## src/rtl/riscv_pkg.sv

```systemverilog
// Shared constants and types for the fetch stage: XLEN, the NOP encoding,
// the default instruction memory size and the fetch FSM state type.
package riscv_pkg;

  localparam int unsigned XLEN = 64;
  localparam int unsigned IMEM_SIZE_DEFAULT = 4096;
  localparam logic [31:0] NOP_INSTR = 32'h0000_0013;

  typedef enum logic [1:0] {
    StBoot = 2'd0,
    StRun  = 2'd1,
    StHalt = 2'd2
  } fetch_state_e;

endpackage

```

## src/rtl/fetch_stage_if.sv

```systemverilog
// Signal bundle between the fetch stage and its environment: control inputs,
// instruction memory port, IF/ID register outputs and status.
interface fetch_stage_if;
  import riscv_pkg::*;

  logic            stall;
  logic            branch_taken;
  logic [XLEN-1:0] branch_target;
  logic [XLEN-1:0] imem_addr;
  logic [31:0]     imem_instr;
  logic [XLEN-1:0] if_id_pc;
  logic [31:0]     if_id_instr;
  logic            if_id_valid;
  logic            fetch_fault;
  logic [XLEN-1:0] fetch_count;

  modport master (
    input  stall, branch_taken, branch_target, imem_instr,
    output imem_addr, if_id_pc, if_id_instr, if_id_valid, fetch_fault, fetch_count
  );

  modport slave (
    output stall, branch_taken, branch_target, imem_instr,
    input  imem_addr, if_id_pc, if_id_instr, if_id_valid, fetch_fault, fetch_count
  );

endinterface

```

## src/rtl/if_id_reg.sv

```systemverilog
// IF/ID pipeline register with load, hold and flush-to-NOP controls.
// Priority: reset > flush > load > hold.
module if_id_reg
  import riscv_pkg::*;
(
  input  logic            clk,
  input  logic            reset,
  input  logic            load_i,
  input  logic            flush_i,
  input  logic [XLEN-1:0] pc_i,
  input  logic [31:0]     instr_i,
  output logic [XLEN-1:0] pc_o,
  output logic [31:0]     instr_o,
  output logic            valid_o
);

  logic [XLEN-1:0] pc_q;
  logic [31:0]     instr_q;
  logic            valid_q;

  always_ff @(posedge clk) begin
    if (reset) begin
      pc_q    <= '0;
      instr_q <= NOP_INSTR;
      valid_q <= 1'b0;
    end else if (flush_i) begin
      // pc is kept on flush; only the instruction and valid are squashed
      instr_q <= NOP_INSTR;
      valid_q <= 1'b0;
    end else if (load_i) begin
      pc_q    <= pc_i;
      instr_q <= instr_i;
      valid_q <= 1'b1;
    end
  end

  assign pc_o    = pc_q;
  assign instr_o = instr_q;
  assign valid_o = valid_q;

endmodule

```

## src/rtl/fetch_stage.sv

```systemverilog
// Instruction fetch stage: PC register, BOOT/RUN/HALT FSM and fault detection.
// Define FETCH_PERF_CNT_EN to build the valid-fetch counter behind fetch_count.
module fetch_stage
  import riscv_pkg::*;
#(
  parameter logic [XLEN-1:0] RESET_PC  = 64'h0,
  parameter int unsigned     IMEM_SIZE = IMEM_SIZE_DEFAULT
) (
  input  logic          clk,
  input  logic          reset,
  fetch_stage_if.master bus
);

  localparam logic [XLEN-1:0] LastWordAddr = XLEN'(IMEM_SIZE) - XLEN'(4);

  fetch_state_e    state_q, state_d;
  logic [XLEN-1:0] pc_q, pc_d;
  logic            fault_q, fault_d;
  logic            load, flush;
  logic            pc_bad;

  assign pc_bad = (pc_q[1:0] != 2'b00) || (pc_q > LastWordAddr);

  always_comb begin
    state_d = state_q;
    pc_d    = pc_q;
    fault_d = fault_q;
    load    = 1'b0;
    flush   = 1'b0;
    if (bus.branch_taken) begin
      // Redirect wins over fault and stall, and is the only way out of HALT
      pc_d    = bus.branch_target;
      flush   = 1'b1;
      fault_d = 1'b0;
      state_d = StRun;
    end else begin
      case (state_q)
        StBoot: state_d = StRun;
        StRun: begin
          if (pc_bad) begin
            flush   = 1'b1;
            fault_d = 1'b1;
            state_d = StHalt;
          end else if (!bus.stall) begin
            pc_d = pc_q + XLEN'(4);
            load = 1'b1;
          end
        end
        StHalt:  flush = 1'b1;
        default: state_d = StBoot;
      endcase
    end
  end

  always_ff @(posedge clk) begin
    if (reset) begin
      state_q <= StBoot;
      pc_q    <= RESET_PC;
      fault_q <= 1'b0;
    end else begin
      state_q <= state_d;
      pc_q    <= pc_d;
      fault_q <= fault_d;
    end
  end

  logic [XLEN-1:0] if_id_pc;
  logic [31:0]     if_id_instr;
  logic            if_id_valid;

  if_id_reg u_if_id_reg (
    .clk     (clk),
    .reset   (reset),
    .load_i  (load),
    .flush_i (flush),
    .pc_i    (pc_q),
    .instr_i (bus.imem_instr),
    .pc_o    (if_id_pc),
    .instr_o (if_id_instr),
    .valid_o (if_id_valid)
  );

  assign bus.imem_addr   = pc_q;
  assign bus.if_id_pc    = if_id_pc;
  assign bus.if_id_instr = if_id_instr;
  assign bus.if_id_valid = if_id_valid;
  assign bus.fetch_fault = fault_q;

`ifdef FETCH_PERF_CNT_EN
  logic [XLEN-1:0] count_q;

  always_ff @(posedge clk) begin
    if (reset) begin
      count_q <= '0;
    end else if (load) begin
      count_q <= count_q + XLEN'(1);
    end
  end

  assign bus.fetch_count = count_q;
`else
  assign bus.fetch_count = '0;
`endif

endmodule

```

## src/flat_wrapper.sv

```systemverilog
// flat-port wrapper written by rule: the top's interface ports become plain ports
module fetch_stage_flat import riscv_pkg::*;
#(
  parameter logic [XLEN-1:0] RESET_PC  = 64'h0,
  parameter int unsigned     IMEM_SIZE = IMEM_SIZE_DEFAULT
)
  (clk, reset, bus_stall, bus_branch_taken, bus_branch_target, bus_imem_instr, bus_imem_addr, bus_if_id_pc, bus_if_id_instr, bus_if_id_valid, bus_fetch_fault, bus_fetch_count);
  fetch_stage_if bus_i ();
  input  logic clk;
  input  logic reset;
  input wire logic [$bits(bus_i.stall)-1:0] bus_stall;
  input wire logic [$bits(bus_i.branch_taken)-1:0] bus_branch_taken;
  input wire logic [$bits(bus_i.branch_target)-1:0] bus_branch_target;
  input wire logic [$bits(bus_i.imem_instr)-1:0] bus_imem_instr;
  output wire logic [$bits(bus_i.imem_addr)-1:0] bus_imem_addr;
  output wire logic [$bits(bus_i.if_id_pc)-1:0] bus_if_id_pc;
  output wire logic [$bits(bus_i.if_id_instr)-1:0] bus_if_id_instr;
  output wire logic [$bits(bus_i.if_id_valid)-1:0] bus_if_id_valid;
  output wire logic [$bits(bus_i.fetch_fault)-1:0] bus_fetch_fault;
  output wire logic [$bits(bus_i.fetch_count)-1:0] bus_fetch_count;
  assign bus_i.stall = bus_stall;
  assign bus_i.branch_taken = bus_branch_taken;
  assign bus_i.branch_target = bus_branch_target;
  assign bus_i.imem_instr = bus_imem_instr;
  assign bus_imem_addr = bus_i.imem_addr;
  assign bus_if_id_pc = bus_i.if_id_pc;
  assign bus_if_id_instr = bus_i.if_id_instr;
  assign bus_if_id_valid = bus_i.if_id_valid;
  assign bus_fetch_fault = bus_i.fetch_fault;
  assign bus_fetch_count = bus_i.fetch_count;
  fetch_stage #(.RESET_PC(RESET_PC), .IMEM_SIZE(IMEM_SIZE)) u_core (.clk(clk), .reset(reset), .bus(bus_i));
endmodule
```

## config.mk

```make
export PLATFORM = sky130hd
export DESIGN_NAME = fetch_stage_flat
export DESIGN_NICKNAME = d
export VERILOG_FILES = /design/src/rtl/riscv_pkg.sv /design/src/rtl/fetch_stage_if.sv /design/src/rtl/if_id_reg.sv /design/src/rtl/fetch_stage.sv /design/src/flat_wrapper.sv
export SDC_FILE = /design/constraint.sdc
export NUM_CORES = 1
export LEC_CHECK = 0
export BUFFER_PORTS_ARGS = -buffer_cell sky130_fd_sc_hd__buf_4
export CAP_MARGIN = 20
export CORE_ASPECT_RATIO = 0.75
export CORE_UTILIZATION = 46
export DETAILED_ROUTE_END_ITERATION = 8
export HOLD_SLACK_MARGIN = 0.12
export PLACE_DENSITY_LB_ADDON = 0.25
export REMOVE_ABC_BUFFERS = 1
export SLEW_MARGIN = 20
export SYNTH_ARGS = -nofsm -noshare
export SYNTH_HDL_FRONTEND = slang
export SYNTH_SLANG_ARGS = --single-unit
export TNS_END_PERCENT = 1
```

## constraint.sdc

```tcl
create_clock -name clk -period 2.35 [get_ports clk]
set_input_delay 0.235 -clock clk [delete_from_list [all_inputs] [get_ports clk]]
set_output_delay 0.235 -clock clk [all_outputs]
set_load 0.02 [all_outputs]
```

After elaboration in Yosys (flattened, before gate mapping)

Index checks and enable logic that the tools add are counted.

Register bits: 164
Bits of input ports: 100
Output and inout port bits: 226
Word-level logic and storage cells: 43

Add/sub/neg operators: 1
Order comparisons: 1
Eq/ne operators: 7
Multiplexer cells: 14
Bitwise logic cells: 2
Reductions and logical operators: 11

Operator list:

| operator                                                         | number |
|---|---|
| 2-to-1 mux 64 bit                                                | 4 |
| adder 64 x 3 -> 64 bit (second input constant)                   | 1 |
| greater-than comparator 64 x 12 -> 1 bit (second input constant) | 1 |
| AND reduction 2 bit                                              | 4 |
| 2-to-1 mux 1 bit                                                 | 7 |
| one-hot mux 2 bit (3 select lines)                               | 1 |
| inequality test 2 x 1 -> 1 bit (second input constant)           | 2 |
| inequality test 2 bit (second input constant)                    | 2 |
| nonzero test 2 bit                                               | 2 |
| OR reduction 2 bit                                               | 2 |
| inequality test 3 x 2 -> 1 bit (second input constant)           | 1 |
| AND reduction 3 bit                                              | 1 |
| equality test 2 x 1 -> 1 bit (second input constant)             | 1 |
| equality test 2 bit (second input constant)                      | 1 |
| logical NOT 2 bit                                                | 1 |
| 2-to-1 mux 2 bit                                                 | 1 |
| NOT 1 bit                                                        | 2 |
| one-hot mux 1 bit (2 select lines)                               | 1 |
| logical OR 1 bit                                                 | 1 |

Depth between registers and ports, before layout

Gate-level depths: netlist of the first run.

Word-level depth: 7
Gate-level depth with buffers: 10
Depth with buffers taken out: 7

Cells and area by module

Synthesis of the first run repeated with hierarchy kept, for this count alone.

Cells, all modules: 755
Area, all modules: 7509.7 sq um

Modules (own cells, without submodules):

| module      | instances | cells each | area an instance (sq um) | sequential area each (sq um) |
|---|---|---|---|---|
| if_id_reg   | 1         | 400        | 4201.5                   | 1941.9 |
| fetch_stage | 1         | 355        | 3308.2                   | 1341.3 |

Least setup slack after synthesis of the first run

Ideal clock, no wire load.

Path kind: register -> register
Start point: register u_core.state_q[1]
End point: register u_core.u_if_id_reg.pc_q[13] (netlist: u_core.u_if_id_reg.pc_o[13])
Setup time: 0.059 ns
Arrival time: 1.844 ns
Required time: 2.291 ns
Setup slack: 0.447 ns
Cell stages (with the launch flop): 10
Path buffers: 2
Clock period less this slack: 1.903 ns
Cell sequence: dfxtp_1 > inv_1 > ha_1 > nor2b_1 > and3_1 > and4_1 > buf_4 > a31oi_4 > clkbuf_1 > and2_1

Word-level cells in the longest chain between the ends: 5
Elaborated cells between the ends (all ways): 8
Classes of those cells: eq/ne (2); mux (4); bitwise (1); reduce/logical (1)

RTL lines:

| what                                                                | RTL line          | source |
|---|---|---|
| start, declared                                                     | fetch_stage.sv:16 | `fetch_state_e state_q, state_d;` |
| start signal, assigned                                              | fetch_stage.sv:57 | `state_q <= StBoot;` |
| start signal, assigned                                              | fetch_stage.sv:61 | `state_q <= state_d;` |
| equality test 2 bit or equality test 2 x 1 -> 1 bit (tied branches) | fetch_stage.sv:37 | `case (state_q)` |
| one-hot mux 1 bit (2 select lines)                                  | fetch_stage.sv:37 |  |
| 2-to-1 mux 1 bit                                                    | fetch_stage.sv:30 | `if (bus.branch_taken) begin` |
| NOT 1 bit (no source line)                                          | -                 |  |
| AND reduction 2 bit (no source line) *                              | -                 |  |
| end signal, assigned                                                | if_id_reg.sv:31   | `pc_q <= pc_i;` |
| end, declared                                                       | if_id_reg.sv:17   | `logic [XLEN-1:0] pc_q;` |

Mark *: on every way between the ends. The rest lies on a longest branch, timed or not.
A chain may end at the register's enable or synchronous reset.

Worst setup path in the final report of the first run

Start point: register u_core.state_q[1]
End point: register u_core.u_if_id_reg.instr_q[4] (netlist: u_core.u_if_id_reg.instr_o[4])

Word-level cells in the longest chain between the ends: 4
Elaborated cells between the ends (all ways): 7
Classes of those cells: eq/ne (2); mux (4); reduce/logical (1)

RTL lines:

| what                                                                | RTL line          | source |
|---|---|---|
| equality test 2 bit or equality test 2 x 1 -> 1 bit (tied branches) | fetch_stage.sv:37 |  |
| one-hot mux 1 bit (2 select lines)                                  | fetch_stage.sv:37 |  |
| 2-to-1 mux 1 bit                                                    | fetch_stage.sv:30 |  |
| OR reduction 2 bit (no source line)                                 | -                 |  |
| end signal, assigned                                                | if_id_reg.sv:32   | `instr_q <= instr_i;` |
| end, declared                                                       | if_id_reg.sv:18   | `logic [31:0] instr_q;` |

Several ways; a longest one is shown, not always the timed one.

==> flow_summary.toml, run 1 <==
[cells_and_area]
finalNetCount = 1112
n_antenna_cell = 0
layout.cells.most_common = "buf_4"
seqCellArea_mm2 = 0.00328
instances_no_fill = 1196
drive_gt1_share_pct = 31.6
post-route-util_pct = 72.0
final_cell_mix = "buf_4 (271), dfxtp_1 (164), dlygate4sd3_1 (90), nor2_1 (65)"
postLayoutCellArea_mm2 = 0.00994
area_growth_pct = 51.5
fillers = 1060
multiInputGateArea_mm2 = 0.00280

[logic_synthesis]
yosysTopAreaCell = "dfxtp_1"
syn-instance-count = 670
async_flop_share_pct = 0
ys_ff_latch = 164
yosys_most_used_dff = "dfxtp_1"
synth_edf_count = 0
ys_types = 41
yosys_warnings = 0
synth_top_cell_area_share_pct = 50.0
seq_area_frac_synth_pct = 50.0
synthesis.area_per_instance_um2 = 9.79
syn_area_mm2 = 0.00656
yosys-top-cells-area = "dfxtp_1 (50%), mux2i_1 (9.8%), buf_4 (7.6%)"

[timing]
slew_viol_final = 0
slew_headroom_pct = 53.9
hold_viol = 0
worst_pin_slew_ns = 0.692
skew_ns = 0.0111
fin_setup_tns_ns = 0
fmax_mhz = 464
hold_ws_ns = 0.124
rsz0062_at_grt = "false"
min_period_ns = 2.16
setup_viol = 0
period_share_pct = 91.8

[worst_setup_path]
path_max_fanout = 43
cp-end-kind = "register"
required_ns = 2.64
critPathArrivalTime_ns = 2.45
crit_chain = "inv_1 > ha_1 > nor2b_1 > and3_1 > and4_2 > buf_12 > a21boi_0 > a211o_1"
path_class = "reg -> reg"
crit_slowest_cell = "dfxtp_1"
worstSetupStartpointType = "register"
cp_top_family = "simple AND/OR/NAND/NOR gates"
crit_buf_inv = 2
cp_slowest_stage_delay_ns = 0.33

[clock_network]
holdBufCountCts = 88
clkSinkCount = 164
clkLatencyLatePin_ns = 0.41
cts_tree = "done"
clkSlewWorstSetupHoldPaths_ns = 0.06
clockRootBuffer = "clkbuf_16"
cts_buffers = 17
cts_buffer_depth = 2
cts_resized = 0
h-tree-depth = 4
post_cts_buffers = 0

[detailed_routing]
drtAntennaViolNets = 0
routed_wirelength_um = 17900
drc = 0
drt_pass1_iterations = 4
drt_iter0_markers = 218
viasPerCell = 4.75
wl_per_cell_um = 14.9
vias = 5684

[global_routing]
grtUsageTotal_pct = 23.8
grt_pass1_wl_um = 27500
grt_max_degree = 60
antenna_found_initial = 0
grt_use_met2_pct = 40.9
grt_most_used_layer = "met2"
grt_util_met1_pct = 29.1
grt_pass1_vias = 5267
grt_use_met3_pct = 5.04
grt-ovfl-total = 0

[power_and_ir_drop]
pwr-share-seq_pct = 44.5
leakagePower_nw = 4.55
clkPwrFrac_pct = 42.6
power_density_mw_per_mm2 = 664
cell_internal_pwr_mw = 4.87
power.share.switching_pct = 26.2
ir_drop_mv = 0.571
power_frac_comb_pct = 13.0
switchingPower_mw = 1.73

[floorplanning]
io_pins = 326
row_count = 37
die_w_um = 140
die-area_mm2 = 0.0147
core-area_mm2 = 0.0138
initial_core_util_pct = 47.6
dieHeight_um = 105

[place]
dpl.hpwl_um = 12000
dp_cells = 1074
dpl_cell_area_mm2 = 0.00844
io_buffers = 261
gp_congestion = 0.795

[hold_path]
min_path_type = "in -> reg"

[job]
maxCapViolCount = 0

[status]
status = "finished clean"
==> cell type report <==
| class | instances | share of cell area [%] |
|---|---|---|
| flip-flops and latches | 164 | 33.0 |
| clock inverters | 14 | 1.69 |
| inverters | 10 | 0.378 |
| repair buffers | 364 | 30.1 |
| well taps | 175 | 2.20 |
| clock buffers | 18 | 4.32 |
| multi-input cells | 451 | 28.2 |
==> registers in the layout, summed over array words and instances, names as in the netlist <==
signal,cells
u_core.bus.imem_addr,64
u_core.u_if_id_reg.pc_o,64
u_core.u_if_id_reg.instr_o,32
u_core.state_q,2
u_core.bus.fetch_fault,1
u_core.u_if_id_reg.valid_o,1
==> tightest hold or removal path: stages <==
cell,delay [ns]
buf_4,0.11
nand3_1,0.08
a21oi_1,0.06
==> power by group through the flow <==
stage                     Combinational [mW]  Clock (mW)  Sequential [mW]
after floorplan                        0.287           0             3.06
after global placement                 0.719           0             2.99
after detailed placement               0.724           0             2.99
after CTS                              0.846        2.85             2.93
after global routing                   0.915        2.97             2.94
final                                  0.855        2.81             2.93
==> metrics by stage <==
stage	total power, mW	worst slack, ns
final	6.60	0.193
after global routing	6.83	0.0350
after CTS	6.62	0.226
after detailed placement	3.72	0.235
after global placement	3.71	0.293
after floorplan	3.35	-0.346
==> worst paths after layout <==
path                                                   from                              to  slack [ns]  cells past startpoint
worst min-delay path                     bus_imem_instr[16]  u_core.u_if_id_reg.instr_o[16]        0.12                      3
worst max register to register            u_core.state_q[1]   u_core.u_if_id_reg.instr_o[4]        0.19                      8
worst max-delay path                      u_core.state_q[1]   u_core.u_if_id_reg.instr_o[4]        0.19                      8
worst min register to register  u_core.u_if_id_reg.pc_o[26]     u_core.u_if_id_reg.pc_o[26]        0.46                      1
==> metal layers <==
layer	part of all wire [%]	wire length [um]
met1	44	7820
met2	49	8840
met3	4.5	809
met4	2.3	406
met5	0	0
==> cell usage after synthesis, types with 12 or more instances <==
cell / number
and2_1: 54
clkbuf_1: 27
nand3_1: 37
nor2_1: 65
a21oi_1: 31
mux2i_1: 64
o21ai_0: 32
nor4_2: 12
buf_4: 66
dfxtp_1: 164
nand2b_1: 20
==> cell families after synthesis <==
logic type	synth area share (%)
AOI/OAI and AO/OA	8.58
adders and majority gates	0.763
buffers and inverters	10.8
and+or+nand+nor	19.8
other	0.0572
DFF	50.0
muxes	9.77
xor gates and xnor gates	0.134
(Power assumes the default switching activity.)
==> run 2, diff against run 1 <==
- PLACE_DENSITY: unset -> 0.8
- PLACE_DENSITY_LB_ADDON: 0.25 -> unset
==> run 2 against run 1 <==
- die area unchanged
- setup slack got worse by 0.039 ns
- clock power fell by 4%
- via count increased by 1.8%
- cell count grew 0.17%
- routed wire length grew 6.5%
- sequential power about the same
- cell area about the same
- flip-flop and latch count is the same
- register-to-register slack got worse by 0.04 ns
- combinational power is 2% higher
- largest power group unchanged
==> flow_summary.toml, run 2 (synthesis results as in run 1) <==
[timing]
period_share_pct = 93.5
hold_viol = 0
setup_viol = 0
min_period_ns = 2.20
rsz0062_at_grt = "false"
slew_viol_final = 0
fin_setup_tns_ns = 0
slew_headroom_pct = 63.0
skew_ns = 0.00969
worst_pin_slew_ns = 0.553
fmax_mhz = 455

[floorplanning]
die_w_um = 140
initial_core_util_pct = 47.6
core-area_mm2 = 0.0138
io_pins = 326
row_count = 37
dieHeight_um = 105
die-area_mm2 = 0.0147

[clock_network]
cts_buffer_depth = 2
cts_tree = "done"
cts_buffers = 17
clkSinkCount = 164
h-tree-depth = 4
clkSlewWorstSetupHoldPaths_ns = 0.07
clkLatencyLatePin_ns = 0.42
clockRootBuffer = "clkbuf_16"

[worst_setup_path]
cp-end-kind = "register"
worstSetupStartpointType = "register"
path_max_fanout = 29
path_class = "reg -> reg"
required_ns = 2.69
cp-startpoint = "u_core.bus.imem_addr[12]"
critPathArrivalTime_ns = 2.53
r2r_start = "u_core.bus.imem_addr[12]"

[detailed_routing]
viasPerCell = 4.83
drc = 0
drt_pass1_iterations = 4
vias = 5785
routed_wirelength_um = 19000
wl_per_cell_um = 15.9
drt_iter0_markers = 305
drtAntennaViolNets = 0

[cells_and_area]
area_growth_pct = 51.4
final_cell_mix = "buf_4 (270), dfxtp_1 (164), dlygate4sd3_1 (94), nor2_1 (65)"
n_antenna_cell = 0
fillers = 978
layout.cells.most_common = "buf_4"
drive_gt1_share_pct = 31.6
finalNetCount = 1114

[global_routing]
grtUsageTotal_pct = 25.3
antenna_found_initial = 0
grt_pass1_vias = 5643
grt_max_degree = 87
grt_pass1_wl_um = 29500
grt-ovfl-total = 0

[power_and_ir_drop]
ir_drop_mv = 0.467
power_density_mw_per_mm2 = 656
finalPower_mw = 6.52
leakagePower_nw = 4.55

[place]
io_buffers = 261
gp_congestion = 0.796
dpl.hpwl_um = 11900

[hold_path]
hp-start = "bus_branch_target[9]"
min_path_type = "in -> reg"

[job]
maxCapViolCount = 0

[status]
status = "finished clean"
run 2: power breakdown:
part / internal, mW / switching (mW) / total, mW
combinational: 0.413 / 0.458 / 0.871
clock: 1.49 / 1.22 / 2.71
sequential: 2.85 / 0.0856 / 2.94
run 2: what timing repair did:
item                                    in CTS  in global routing
endpoints found under the setup margin       0                 24
buffers inserted                             0                  1
hold endpoints to repair                    93                  1
hold buffers                                93                  1
gates resized for setup                      0                  1
run 2: final timing paths:
kind	endpoint	slack [ns]	cells after the start
min reg2reg	u_core.u_if_id_reg.pc_o[21]	0.46	1
min	u_core.bus.imem_addr[9]	0.18	4
max reg2reg	u_core.u_if_id_reg.instr_o[14]	0.15	6
max	u_core.u_if_id_reg.instr_o[14]	0.15	6
run 2: critical path: stages, from the launching register on:
cell	delay, ns
dfxtp_1	0.36
nor4_2	0.37
nand4_1	0.28
nor4_4	0.50
o211ai_4	0.17
buf_4	0.28
a21oi_1	0.16
run 2: area by class of cell:
class	instances	area [um^2]	area share [%]
clock buffers	17	425	4.28
inverters	10	37.5	0.378
multi-input cells	451	2810	28.3
flip-flops and latches	164	3280	33.1
well taps	175	219	2.20
repair buffers	366	3010	30.3
clock inverters	15	144	1.45
run 2: metrics by stage:
step / utilization [%] / instances / hold slack, ns / cell area [um^2] / setup slack (ns)
global placement: 61.0 / 1071 / 0.444 / 8410 / 0.216
floorplan: - / 625 / 0.307 / 6120 / -0.346
global route: 72.0 / 1198 / 0.184 / 9930 / 0.0174
CTS: 71.8 / 1196 / 0.121 / 9910 / 0.0632
finish: 72.0 / 1198 / 0.179 / 9930 / 0.153
detailed placement: 61.0 / 1071 / 0.441 / 8410 / 0.158
run 2: per-layer routing:
metal	GRT usage (%)	vias up	part of all wire, %
met5	0	-	0
met4	9.42	0	2.4
met3	5.41	35	5.6
met2	42.7	214	49
met1	31.7	2697	43
li1	-	2839	-
